===== config.mk =====
export PLATFORM = sky130hd
export DESIGN_NAME = decode_pipe
export DESIGN_NICKNAME = d
export VERILOG_FILES = /design/src/rtl/decode_pipe.sv
export SDC_FILE = /design/constraint.sdc
export NUM_CORES = 2
export LEC_CHECK = 0
export CAP_MARGIN = 5
export CORE_AREA = 2 2 392 394
export CTS_CLUSTER_DIAMETER = 150
export DETAILED_ROUTE_END_ITERATION = 16
export DIE_AREA = 0 0 394 396
export HOLD_SLACK_MARGIN = 0.12
export PLACE_DENSITY_LB_ADDON = 0.1
export SYNTH_ARGS = -nofsm -noshare
export SYNTH_HDL_FRONTEND = slang
export SYNTH_SLANG_ARGS = --single-unit

===== constraint.sdc =====
create_clock -name clk -period 3.2 [get_ports clk]
set_clock_uncertainty 0.05 [all_clocks]
set_input_delay 0.64 -clock clk [delete_from_list [all_inputs] [get_ports clk]]
set_output_delay 0.64 -clock clk [all_outputs]
set_load 0.01 [all_outputs]

===== src/rtl/decode_pipe.sv =====
// Decode stage between IF/ID and ID/EX: field decode, register file with writeback
// bypass, multi-cycle load-use interlock and EX back-pressure with held-operand coherence.
module decode_pipe #(
    parameter int              XLEN         = 32,
    parameter int              REG_COUNT    = 32,
    parameter int              LOAD_LATENCY = 1,
    parameter logic [XLEN-1:0] BUBBLE_PC    = {XLEN{1'b1}},
    localparam int             RA           = $clog2(REG_COUNT)
) (
    input  logic            clk,
    input  logic            rst,
    input  logic            pipe_flush,
    input  logic            if_id__valid,
    input  logic [XLEN-1:0] if_id__pc,
    input  logic [31:0]     if_id__ins,
    output logic            if_id__stall,
    input  logic            wb_id__rd_wen,
    input  logic [RA-1:0]   wb_id__rd_addr,
    input  logic [XLEN-1:0] wb_id__rd_wdata,
    input  logic            id_ex__ready,
    output logic            id_ex__valid,
    output logic [XLEN-1:0] id_ex__pc,
    output logic [XLEN-1:0] id_ex__imm,
    output logic [XLEN-1:0] id_ex__rs1_rdata,
    output logic [XLEN-1:0] id_ex__rs2_rdata,
    output logic [RA-1:0]   id_ex__rs1_addr,
    output logic [RA-1:0]   id_ex__rs2_addr,
    output logic [RA-1:0]   id_ex__rd_addr,
    output logic [17:0]     id_ex__ctrl
);

    typedef struct packed {
        logic [3:0] alu_op;
        logic [1:0] alu_a_src;
        logic       alu_b_src;
        logic [1:0] dmem_width;
        logic       dmem_zero_ext;
        logic       dmem_read;
        logic       dmem_write;
        logic       jump_base_src;
        logic [1:0] jump_cond;
        logic       rd_wen;
        logic [1:0] rd_src;
    } ctrl_t;

    typedef enum logic {RUN, STALL} state_t;

    localparam logic [1:0] COND_NEVER = 2'd0, COND_ALWAYS = 2'd1, COND_ZERO = 2'd2, COND_NONZERO = 2'd3;
    localparam logic [1:0] A_RS1 = 2'd0, A_PC = 2'd1, A_ZERO = 2'd2;
    localparam logic [1:0] RD_ALU = 2'd0, RD_MEM = 2'd1, RD_PC4 = 2'd2;
    localparam ctrl_t      CTRL_BUBBLE = ctrl_t'({13'b0, COND_NEVER, 3'b0});
    localparam logic [2:0] CNT_INIT = 3'(LOAD_LATENCY - 1);

    logic [XLEN-1:0] rf_q [REG_COUNT];
    state_t          state_q, state_d;
    logic [2:0]      cnt_q, cnt_d;
    logic            valid_q, valid_d;
    logic [XLEN-1:0] pc_q, pc_d, imm_q, imm_d;
    logic [XLEN-1:0] rs1_data_q, rs1_data_d, rs2_data_q, rs2_data_d;
    logic [RA-1:0]   rs1_addr_q, rs1_addr_d, rs2_addr_q, rs2_addr_d, rd_addr_q, rd_addr_d;
    ctrl_t           ctrl_q, ctrl_d;

    logic [6:0]      opcode;
    logic [2:0]      funct3;
    logic [RA-1:0]   rs1_dec, rs2_dec, rd_dec;
    logic [31:0]     imm32;
    ctrl_t           dec_ctrl;
    logic [XLEN-1:0] rs1_read, rs2_read;
    logic            wb_live, hz, take_bubble, take_capture;

    assign opcode  = if_id__ins[6:0];
    assign funct3  = if_id__ins[14:12];
    assign rs1_dec = if_id__ins[15 +: RA];
    assign rs2_dec = if_id__ins[20 +: RA];
    assign rd_dec  = if_id__ins[7 +: RA];

    // alu_op is {sub/arith-shift bit, funct3}; branches compare via SUB/SLT/SLTU and test zero
    always_comb begin
        dec_ctrl = CTRL_BUBBLE;
        imm32    = '0;
        case (opcode)
            7'b0110011: begin
                dec_ctrl.alu_op = {if_id__ins[30], funct3};
                dec_ctrl.rd_wen = 1'b1;
            end
            7'b0010011: begin
                dec_ctrl.alu_op    = {(funct3 == 3'b101) & if_id__ins[30], funct3};
                dec_ctrl.alu_b_src = 1'b1;
                dec_ctrl.rd_wen    = 1'b1;
                imm32              = {{20{if_id__ins[31]}}, if_id__ins[31:20]};
            end
            7'b0000011: begin
                dec_ctrl.alu_b_src     = 1'b1;
                dec_ctrl.dmem_width    = funct3[1:0];
                dec_ctrl.dmem_zero_ext = funct3[2];
                dec_ctrl.dmem_read     = 1'b1;
                dec_ctrl.rd_wen        = 1'b1;
                dec_ctrl.rd_src        = RD_MEM;
                imm32                  = {{20{if_id__ins[31]}}, if_id__ins[31:20]};
            end
            7'b0100011: begin
                dec_ctrl.alu_b_src  = 1'b1;
                dec_ctrl.dmem_width = funct3[1:0];
                dec_ctrl.dmem_write = 1'b1;
                imm32 = {{20{if_id__ins[31]}}, if_id__ins[31:25], if_id__ins[11:7]};
            end
            7'b1100011: begin
                dec_ctrl.alu_op    = funct3[2] ? {2'b00, 1'b1, funct3[1]} : 4'b1000;
                dec_ctrl.jump_cond = (funct3[2] ^ funct3[0]) ? COND_NONZERO : COND_ZERO;
                imm32 = {{19{if_id__ins[31]}}, if_id__ins[31], if_id__ins[7],
                         if_id__ins[30:25], if_id__ins[11:8], 1'b0};
            end
            7'b1101111: begin
                dec_ctrl.jump_cond = COND_ALWAYS;
                dec_ctrl.rd_wen    = 1'b1;
                dec_ctrl.rd_src    = RD_PC4;
                imm32 = {{11{if_id__ins[31]}}, if_id__ins[31], if_id__ins[19:12],
                         if_id__ins[20], if_id__ins[30:21], 1'b0};
            end
            7'b1100111: begin
                dec_ctrl.jump_base_src = 1'b1;
                dec_ctrl.jump_cond     = COND_ALWAYS;
                dec_ctrl.rd_wen        = 1'b1;
                dec_ctrl.rd_src        = RD_PC4;
                imm32                  = {{20{if_id__ins[31]}}, if_id__ins[31:20]};
            end
            7'b0110111: begin
                dec_ctrl.alu_a_src = A_ZERO;
                dec_ctrl.alu_b_src = 1'b1;
                dec_ctrl.rd_wen    = 1'b1;
                imm32              = {if_id__ins[31:12], 12'b0};
            end
            7'b0010111: begin
                dec_ctrl.alu_a_src = A_PC;
                dec_ctrl.alu_b_src = 1'b1;
                dec_ctrl.rd_wen    = 1'b1;
                imm32              = {if_id__ins[31:12], 12'b0};
            end
            default: dec_ctrl = CTRL_BUBBLE;
        endcase
    end

    assign wb_live  = wb_id__rd_wen && (wb_id__rd_addr != '0);
    assign rs1_read = (rs1_dec == '0) ? '0 :
                      (wb_live && wb_id__rd_addr == rs1_dec) ? wb_id__rd_wdata : rf_q[rs1_dec];
    assign rs2_read = (rs2_dec == '0) ? '0 :
                      (wb_live && wb_id__rd_addr == rs2_dec) ? wb_id__rd_wdata : rf_q[rs2_dec];

    assign hz = valid_q && ctrl_q.dmem_read && (rd_addr_q != '0) &&
                ((rd_addr_q == rs1_dec) || (rd_addr_q == rs2_dec));
    assign if_id__stall = !pipe_flush && (!id_ex__ready || hz || state_q == STALL);

    // Flush beats everything; without ready nothing moves; otherwise stall/hazard insert bubbles
    always_comb begin
        state_d      = state_q;
        cnt_d        = cnt_q;
        take_bubble  = 1'b0;
        take_capture = 1'b0;
        if (pipe_flush) begin
            take_bubble = 1'b1;
            state_d     = RUN;
            cnt_d       = '0;
        end else if (id_ex__ready) begin
            if (state_q == STALL) begin
                take_bubble = 1'b1;
                cnt_d       = cnt_q - 3'd1;
                if (cnt_q == 3'd1) state_d = RUN;
            end else if (hz) begin
                take_bubble = 1'b1;
                if (LOAD_LATENCY > 1) begin
                    state_d = STALL;
                    cnt_d   = CNT_INIT;
                end
            end else if (if_id__valid) begin
                take_capture = 1'b1;
            end else begin
                take_bubble = 1'b1;
            end
        end
    end

    // Held operands follow writeback so a stalled instruction never sees stale data
    always_comb begin
        valid_d    = valid_q;
        pc_d       = pc_q;
        imm_d      = imm_q;
        ctrl_d     = ctrl_q;
        rs1_addr_d = rs1_addr_q;
        rs2_addr_d = rs2_addr_q;
        rd_addr_d  = rd_addr_q;
        rs1_data_d = (wb_live && wb_id__rd_addr == rs1_addr_q) ? wb_id__rd_wdata : rs1_data_q;
        rs2_data_d = (wb_live && wb_id__rd_addr == rs2_addr_q) ? wb_id__rd_wdata : rs2_data_q;
        if (take_bubble) begin
            valid_d    = 1'b0;
            pc_d       = BUBBLE_PC;
            imm_d      = '0;
            ctrl_d     = CTRL_BUBBLE;
            rs1_addr_d = '0;
            rs2_addr_d = '0;
            rd_addr_d  = '0;
            rs1_data_d = '0;
            rs2_data_d = '0;
        end else if (take_capture) begin
            valid_d    = 1'b1;
            pc_d       = if_id__pc;
            imm_d      = XLEN'($signed(imm32));
            ctrl_d     = dec_ctrl;
            rs1_addr_d = rs1_dec;
            rs2_addr_d = rs2_dec;
            rd_addr_d  = rd_dec;
            rs1_data_d = rs1_read;
            rs2_data_d = rs2_read;
        end
    end

    always_ff @(posedge clk) begin
        if (rst) begin
            state_q    <= RUN;
            cnt_q      <= '0;
            valid_q    <= 1'b0;
            pc_q       <= BUBBLE_PC;
            imm_q      <= '0;
            ctrl_q     <= CTRL_BUBBLE;
            rs1_addr_q <= '0;
            rs2_addr_q <= '0;
            rd_addr_q  <= '0;
            rs1_data_q <= '0;
            rs2_data_q <= '0;
        end else begin
            state_q    <= state_d;
            cnt_q      <= cnt_d;
            valid_q    <= valid_d;
            pc_q       <= pc_d;
            imm_q      <= imm_d;
            ctrl_q     <= ctrl_d;
            rs1_addr_q <= rs1_addr_d;
            rs2_addr_q <= rs2_addr_d;
            rd_addr_q  <= rd_addr_d;
            rs1_data_q <= rs1_data_d;
            rs2_data_q <= rs2_data_d;
        end
    end

    always_ff @(posedge clk) begin
        if (wb_live) rf_q[wb_id__rd_addr] <= wb_id__rd_wdata;
    end

    assign id_ex__valid     = valid_q;
    assign id_ex__pc        = pc_q;
    assign id_ex__imm       = imm_q;
    assign id_ex__rs1_rdata = rs1_data_q;
    assign id_ex__rs2_rdata = rs2_data_q;
    assign id_ex__rs1_addr  = rs1_addr_q;
    assign id_ex__rs2_addr  = rs2_addr_q;
    assign id_ex__rd_addr   = rd_addr_q;
    assign id_ex__ctrl      = ctrl_q;

endmodule


==> reports/results.ini <==
[critical_path]
rr_endpoint = id_ex__ctrl[15]
crit_fanout = 4
cp.required_ns = 2.51
worstRegToRegCells = 10
cp-end-kind = output pin
regToRegStartpoint = id_ex__rd_addr[0]
cp.arrival_ns = 2.41
rrSetupSlack_ns = 0.47
critical_path_class = reg -> out
start_kind = flip-flop

[clock_tree]
path_clk_slew_ns = 0.06
cts_buffer_depth = 3
insertion_delay_ns = 0.78
cts_buffers = 134
tritoncts = built
clockRootBuffer = clkbuf_16
cts.sinks = 1190
cts_max_level = 4

[finish]
fin_cells = 5670
layout_common_cells = edfxtp_1 (1024), mux4_2 (502), clkdlybuf4s50_1 (264), o22ai_1 (249), nand2_1 (208)
nets = 3637
utilization_pct = 43.1
drive_above_1_share_pct = 29.3
layout.cells.most_common = edfxtp_1
area_delta_synth_final_pct = 23.6

[route]
wl_per_cell_um = 32.7
first_pass_iters = 7
viasPerCell = 5.90
drtAntennaViolNets = 0
vias = 33400
drcViolationCount = 0
routed_wirelength_mm = 186
initialDrtViolationCount = 3196

[placement]
placed_cells_incl_taps = 5418
dp_hpwl_mm = 114
pre_cts_ws_ns = -0.337
place.gp.congestion = 0.824
portBuffers = 269

[power_and_ir_drop]
pwr_density_cell_nw_per_um2 = 544
pwr-share-clk_pct = 42.4
ir_drop_mv = 0.532
pwr-share-seq_pct = 48.4
power.switching_mw = 8.39
combPwrFrac_pct = 9.2
leakage_nw = 20.6
swShare_pct = 23.6
internal_power_mw = 27.2

[sta]
worst_pin_slew_ns = 1.01
setup-violations-final = 0
rsz0062_at_grt = no
fin_crit_ns = 3.10
min_period_over_period_pct = 97.0
fmax_mhz = 322
slew_headroom_pct = 32.4
drv_slew = 0
finalHoldViolCount = 0
holdWs_ns = 0.206
fin_ws_ns = 0.0970

[floorplan]
row_count = 143
die-area_um2 = 156000
core_area_um2 = 152000
boundaryPins = 270
initial_core_util_pct = 34.9
die_y_um = 396
die_width_um = 394

[outcome]
outcome = finished clean

[synth]
ys_seq_area_share_pct = 64.5
yosys_warnings = 0
ys.flop_type = edfxtp_1
synth_seq_cells = 1190
avgSynthCellArea_um2 = 17.3
synth_area_um2 = 52800
synth-async-reset-ratio_pct = 0
ys_types = 64
synth_cells = 3055
synth_enable_flop_cells = 1024

[grt]
grt_max_degree = 129
gr-total-overflow = 0
antenna_found_initial = 6
grt_use_total_pct = 23.6
grt_pass1_vias = 34600
grt_pass1_wl_mm = 261

[hold_path]
holdPathStages = 4
hp-class = in -> reg
hp-start = if_id__ins[15]
worstHoldEndpoint = id_ex__rs1_addr[0]

[run]
maxCapViolations = 0

## layer usage
layer  track usage (%)  vias to the layer above  part of all wire (%)
met1              31.1                    18000                    41
met2              39.8                     1448                    49
met4              8.09                        0                   3.2
li1                  -                    13700                     -
met5                 0                        -                     0
met3              3.79                      297                   6.4
## through the flow
stage | setup TNS (ns) | power [mW] | area, um2
finish | 0 | 35.6 | 65300
global placement | -6.17 | 20.8 | 61000
detailed placement | -7.50 | 20.8 | 61000
floorplan | -31.56 | 19.2 | 53000
CTS | 0 | 35.9 | 65300
global route | 0 | 36.7 | 65300
## cells by family (layout without fill, tap and decap cells)
group                    count (synthesis)  in the layout  synth area share [%]
AND/OR/NAND/NOR                        512            512                  4.44
other                                    1             36               0.00710
AO/OA/AOI/OAI                          499            499                  6.20
adder cells (fa/ha/maj)                  2              2                0.0473
flip-flops                            1190           1190                  64.5
multiplexers                           523            523                  21.8
buffers and inverters                  295            845                  2.50
XOR/XNOR                                33             33                 0.547
## registers in the layout, summed over array words and instances (netlist names)
| register | flops |
|---|---|
| id_ex__rs2_addr | 5 |
| id_ex__rs2_rdata | 32 |
| rf_q | 1024 |
| state_q | 1 |
| id_ex__ctrl | 18 |
| id_ex__imm | 32 |
| id_ex__valid | 1 |
| cnt_q | 3 |
| id_ex__rs1_rdata | 32 |
| id_ex__pc | 32 |
| id_ex__rd_addr | 5 |
| id_ex__rs1_addr | 5 |
## critical path, cell delays in order (launching register included)
cell      delay, ns
dfxtp_1        0.32
buf_4          0.15
or4_4          0.54
o211ai_4       0.20
inv_2          0.07
nand2_4        0.10
a31oi_1        0.10
buf_2          0.15
## layout make-up
cell class,count,area (um2)
well taps,2030,2540
fillers,13400,86200
inverters,42,158
diodes,4,10.0
flip-flops and latches,1190,34100
multi-input cells,1601,18000
repair buffers,559,6310
clock buffers,175,3630
clock inverters,69,658
## how the worst max path moves through the flow
stage                      startpoint  slack (ns)  depth (start not counted)      endpoint
finish              id_ex__rd_addr[0]         0.1                          7  if_id__stall
global route        id_ex__rd_addr[0]       0.005                          7  if_id__stall
CTS                 id_ex__rd_addr[0]       0.004                          7  if_id__stall
detailed placement     if_id__ins[19]       -0.34                          7  if_id__stall
global placement       if_id__ins[19]       -0.43                          7  if_id__stall
floorplan           wb_id__rd_addr[4]        -0.1                          3   rf_q[19][0]
## power groups by stage
stage	clock network, mW	registers [mW]	logic [mW]
floorplan	0	17.5	1.69
global placement	0	17.5	3.26
detailed placement	0	17.6	3.29
CTS	15.4	17.2	3.30
global route	15.9	17.2	3.47
finish	15.1	17.2	3.27
## repair_timing
action / in CTS / in global routing
pin swaps: 1 / 1
endpoints found under the hold margin: 1 / 0
gates cloned: 0 / 0
hold buffers: 1 / 0
gates resized for setup: 8 / 1
endpoints found under the setup margin: 1 / 1
buffers inserted: 3 / 0
## cell usage after synthesis (16+ instances only)
library cell / n / area, um2
nor2_1: 105 / 394
a221oi_1: 38 / 333
dfxtp_1: 166 / 3320
nor4_1: 63 / 394
nor3_1: 21 / 105
inv_1: 41 / 154
o21ai_0: 57 / 285
mux4_2: 502 / 11300
mux2i_1: 21 / 210
buf_2: 78 / 390
xor2_1: 16 / 140
a211oi_1: 46 / 345
clkbuf_1: 110 / 413
buf_1: 34 / 128
a21oi_1: 45 / 225
nand2_1: 213 / 800
edfxtp_1: 1024 / 30700
nand3_1: 56 / 280
buf_4: 30 / 225
o22ai_1: 249 / 1560
xnor2_1: 17 / 149
(Power assumes the default switching activity.)
